===== config.mk =====
export PLATFORM = sky130hd
export DESIGN_NAME = div_4bit_seq
export DESIGN_NICKNAME = d
export VERILOG_FILES = /design/src/rtl/div_4bit_seq_pkg.sv /design/src/rtl/div_step.sv /design/src/rtl/div_4bit_seq.sv
export SDC_FILE = /design/constraint.sdc
export NUM_CORES = 1
export LEC_CHECK = 0
export ABC_AREA = 1
export CORE_AREA = 10 10 89 83
export CTS_BUF_LIST = sky130_fd_sc_hd__clkbuf_8
export DETAILED_ROUTE_END_ITERATION = 10
export DIE_AREA = 0 0 99 93
export PLACE_DENSITY_LB_ADDON = 0.05
export SLEW_MARGIN = 10
export SYNTH_ARGS = -nofsm -noshare
export SYNTH_HDL_FRONTEND = slang
export SYNTH_SLANG_ARGS = --single-unit

===== constraint.sdc =====
create_clock -name clk -period 4.95 [get_ports clk]
set_input_delay 0.99 -clock clk [delete_from_list [all_inputs] [get_ports clk]]
set_output_delay 0.99 -clock clk [all_outputs]
set_load 0.1 [all_outputs]

===== src/rtl/div_4bit_seq_pkg.sv =====
// Shared definitions for the sequential restoring divider.
//   DIV_WIDTH : default operand/result width
//   state_t   : controller states (IDLE, CALC, DONE)
package div_4bit_seq_pkg;

    localparam int DIV_WIDTH = 4;

    typedef enum logic [1:0] {
        ST_IDLE = 2'd0,
        ST_CALC = 2'd1,
        ST_DONE = 2'd2
    } state_t;

endpackage


===== src/rtl/div_step.sv =====
// One restoring-division step, purely combinational.
// Ports:
//   partial      : current partial remainder (always < divisor, so WIDTH bits suffice)
//   dividend_bit : next dividend bit, MSB first
//   divisor      : divisor
//   next_partial : partial remainder after this step
//   q_bit        : quotient bit produced by this step
module div_step #(
    parameter int WIDTH = 4
) (
    input  logic [WIDTH-1:0] partial,
    input  logic             dividend_bit,
    input  logic [WIDTH-1:0] divisor,
    output logic [WIDTH-1:0] next_partial,
    output logic             q_bit
);

    logic [WIDTH:0] shifted;
    logic [WIDTH:0] trial;

    // The shifted value is below 2*divisor, so the WIDTH+1-bit difference
    // stays within signed range and its top bit is a reliable sign.
    assign shifted = {partial, dividend_bit};
    assign trial   = shifted + ~{1'b0, divisor} + {{WIDTH{1'b0}}, 1'b1};

    assign q_bit        = ~trial[WIDTH];
    // A non-negative trial always fits back into WIDTH bits (it is < divisor);
    // a negative one restores the shifted value, which is also < divisor.
    assign next_partial = q_bit ? trial[WIDTH-1:0] : shifted[WIDTH-1:0];

endmodule


===== src/rtl/div_4bit_seq.sv =====
// Sequential unsigned divider: one restoring step per clock.
// Ports:
//   clk         : clock, rising edge
//   rst_n       : asynchronous active-low reset
//   start       : request, sampled in IDLE or DONE
//   A, B        : dividend, divisor (captured on accept)
//   Q, R        : quotient, remainder (held until the next result)
//   busy        : high while in CALC
//   done        : one-cycle pulse in DONE
//   div_by_zero : set with a B=0 result, held with Q/R
// A zero divisor skips CALC: the operands are captured on accept, the result
// is produced one cycle later and DONE follows directly.
module div_4bit_seq
    import div_4bit_seq_pkg::*;
#(
    parameter int WIDTH = DIV_WIDTH
) (
    input  logic             clk,
    input  logic             rst_n,
    input  logic             start,
    input  logic [WIDTH-1:0] A,
    input  logic [WIDTH-1:0] B,
    output logic [WIDTH-1:0] Q,
    output logic [WIDTH-1:0] R,
    output logic             busy,
    output logic             done,
    output logic             div_by_zero
);

    localparam int             CNT_W     = (WIDTH > 1) ? $clog2(WIDTH) : 1;
    localparam logic [CNT_W-1:0] LAST_STEP = CNT_W'(WIDTH - 1);

    state_t           state;
    state_t           state_next;
    logic [WIDTH-1:0] dividend;    // dividend bits leave at the MSB, quotient bits enter at the LSB
    logic [WIDTH-1:0] divisor;
    logic [WIDTH-1:0] partial;
    logic [WIDTH-1:0] step_partial;
    logic             q_bit;
    logic [CNT_W-1:0] count;
    logic             zero_pend;   // B=0 accepted, result loads on the next edge
    logic             zero_b;
    logic             accept;

    assign zero_b = (B == '0);

    // A pending zero-divisor operation is in flight, so IDLE only accepts
    // when nothing is pending.
    assign accept = start && (((state == ST_IDLE) && !zero_pend) || (state == ST_DONE));

    div_step #(.WIDTH(WIDTH)) u_step (
        .partial      (partial),
        .dividend_bit (dividend[WIDTH-1]),
        .divisor      (divisor),
        .next_partial (step_partial),
        .q_bit        (q_bit)
    );

    // NOTE: sequential state uses non-blocking assignments so every register
    // samples the pre-edge values regardless of statement order.
    always_ff @(posedge clk or negedge rst_n) begin
        if (!rst_n) begin
            state <= ST_IDLE;
        end else begin
            state <= state_next;
        end
    end

    // NOTE: every output of this block is defaulted first so no path leaves
    // it unassigned, which would otherwise infer a latch.
    always_comb begin
        state_next = state;
        case (state)
            ST_IDLE: begin
                if (zero_pend) begin
                    state_next = ST_DONE;
                end else if (accept && !zero_b) begin
                    state_next = ST_CALC;
                end
            end
            ST_CALC: begin
                if (count == LAST_STEP) begin
                    state_next = ST_DONE;
                end
            end
            ST_DONE: begin
                if (accept && !zero_b) begin
                    state_next = ST_CALC;
                end else begin
                    state_next = ST_IDLE;
                end
            end
            default: state_next = ST_IDLE;
        endcase
    end

    // NOTE: all datapath registers are small flops, so all are reset; an
    // aborted operation leaves nothing behind.
    always_ff @(posedge clk or negedge rst_n) begin
        if (!rst_n) begin
            dividend    <= '0;
            divisor     <= '0;
            partial     <= '0;
            count       <= '0;
            zero_pend   <= 1'b0;
            Q           <= '0;
            R           <= '0;
            div_by_zero <= 1'b0;
        end else if (accept) begin
            dividend  <= A;
            divisor   <= B;
            partial   <= '0;
            count     <= '0;
            zero_pend <= zero_b;
        end else if (zero_pend) begin
            zero_pend   <= 1'b0;
            Q           <= '1;
            R           <= dividend;
            div_by_zero <= 1'b1;
        end else if (state == ST_CALC) begin
            partial  <= step_partial;
            dividend <= {dividend[WIDTH-2:0], q_bit};
            count    <= count + CNT_W'(1);
            if (count == LAST_STEP) begin
                Q           <= {dividend[WIDTH-2:0], q_bit};
                R           <= step_partial;
                div_by_zero <= 1'b0;
            end
        end
    end

    assign busy = (state == ST_CALC);
    assign done = (state == ST_DONE);

endmodule


==> reports/metrics.yaml <==
clk_pin_slew_worst_paths_ns: 0.09
die_w_um: 99
antenna_found_initial: 0
cpMostUsedCell: "inv_1"
ios: 22
reg2reg_slack_ns: 2.97
slew_violations: 0
dr_total_vias: 1131
r2r_cells: 11
hold_viol: 0
diodes: 0
synth_top_area_share_pct: 47.9
synth_area_leaders: "dfrtp_1, nand2_1, inv_1"
hold-path-endpoint: "R[2]"
critPathTopFamily: "buffers and inverters"
syn_area_um2: 1360
end_kind: "primary output"
rsz0062_at_grt: "no"
synth_commonest_cells: "nand2_1, dfrtp_1, inv_1, nand3_1, o21ai_0"
dp_slack_ns: 2.13
synthMostInstantiatedCell: "nand2_1"
synth-warning-count: 0
layout_setup_ws_ns: 1.82
tightest_slew_ns: 0.993
status: "finished clean"
viasPerCell: 4.37
first_pass_iters: 4
r2r_start: "dividend[3]"
syn2layout_area_growth_pct: 25.4
min_path_cells: 2
synth.distinct_cells: 22
arrival_ns: 2.14
die_h_um: 93
synthArstFlopShare_pct: 100
required_ns: 3.96
critPathMaxFanout: 3
crit_cells: 4
synth_ff_type: "dfrtp_1"
rows: 26
avgRoutedWirePerCell_um: 13.5
core_um2: 5560
synth_area_per_cell_um2: 8.24
post-route-drc-count: 0
cts.path.max_buffers: 2
hpwl_um: 2700
reg2reg_to: "R[1]"
post-route-min-period_ns: 3.13
min-delay-start: "R[2]"
syn_nets: 182
holdBufCountCts: 0
routabilityCongestion: 0.767
cp_slowest_stage_delay_ns: 1.15
grt_max_degree: 27
hold_path.class: "reg -> reg"
ant_nets: 0
cp-start-kind: "flip-flop"
synth-seq-cells: 26
crit_buf_inv: 3
cts_buffers: 3
finalWirelength_um: 3490
synth-seq-area-share_pct: 47.9
cts-root-buf: "clkbuf_8"
finalSetupViolations: 0
cap_viol_max_count: 0
cts_tree: "done"
grt_pass1_wl_um: 6170
synth_top_cell_by_area: "dfrtp_1"
final_layout_size_suffix_gt1_share_pct: 7.41
post-cts-setup-buffers: 0
synth-edff-count: 0
start_util_pct: 24.4
die_area_um2: 9210
htreeDepth: 1
fin_nets: 207
io_buffer_count: 21
clk_latency_ns: 0.27
fin_skew_ns: 0.00351
clock.fmax_mhz: 319
slowest_stage: "clkdlybuf4s50_1"
grt_pass1_vias: 1227
fin_crit_sh_pct: 63.3
cts_resized: 0
drt_iter0_drc: 62
path_cells: "inv_1 > nand2_1 > inv_1 > clkdlybuf4s50_1"
grt_remaining_overflow: 0
synthCells: 165
fin_setup_tns_ns: 0
slew_headroom_pct: 33.6
path_class: "reg -> out"
cts_sinks: 26
grt_usage_pct: 8.05
## per-layer routing
layer / global-route usage, % / wire [µm] / up-vias
met5: 0 / 0 / -
met4: 1.43 / 19 / 0
met3: 2.72 / 169 / 2
met2: 12.5 / 1570 / 17
met1: 10.7 / 1730 / 530
li1: - / - / 582
## metrics by stage
stage,instances,util (%),area [µm²],hold slack [ns]
finish,259,30.6,1700,0.486
global route,259,30.6,1700,0.522
CTS,259,30.6,1700,0.492
detailed placement,255,29.6,1650,0.467
global placement,255,29.6,1650,0.464
floorplan,165,-,1360,0.453
## worst max path at each step
stage	from	endpoint	slack (ns)
finish	state[1]	busy	1.82
floorplan	state[1]	done	2.27
CTS	state[1]	busy	1.80
global placement	state[1]	busy	2.17
global route	state[1]	busy	1.69
detailed placement	state[1]	busy	2.13
## layout by cell type (no fill, tap or decap)
cell and count:
nand4_1 1, o221ai_1 2, xnor2_1 1, o21ai_2 1
nand3_2 1, dfrtp_1 26, nand3_1 13, inv_2 2
or2_0 1, o211ai_1 4, o21ai_1 1, buf_4 1
clkbuf_8 4, a21oi_1 7, inv_1 26, a22oi_1 2
o21ai_0 9, nand2_1 51, nand2_2 4, nor2_1 4
fa_1 1, ha_1 5, o211ai_4 1, clkdlybuf4s50_1 21
## layout make-up
type / count / area [µm²]
fill: 605 / 3860
sequential: 26 / 651
multi-input combinational: 109 / 588
timing repair buffer: 22 / 218
inverter: 28 / 105
tap: 70 / 87.6
clock buffer: 4 / 55.1
## state kept, by name, summed over array words and instances, names as in the netlist, 2 cells and up
| register | count |
|---|---|
| state | 2 |
| Q | 4 |
| divisor | 4 |
| dividend | 4 |
| R | 4 |
| partial | 4 |
| count | 2 |
## worst min-delay path, delay by kind of cell, from the launching register on
| kind | cells | cell delay [ns] |
|---|---|---|
| simple gates | 2 | 0.10 |
| flops | 1 | 0.35 |
## cells by family (layout without fill, tap and decap cells)
kind of cell               Yosys count  count (layout)  share of synthesized area (%)
DFF                                 26              26                           47.9
and+or+nand+nor                     75              75                           23.5
AOI/OAI and AO/OA                   27              27                           13.1
xor gates and xnor gates             1               1                          0.645
adders and majority gates            6               6                           6.08
buffers and inverters               30              54                           8.84
Power is left out: the tool's default activity adds up to more than one toggle a clock period on the data nets, which glitch-free logic cannot reach.
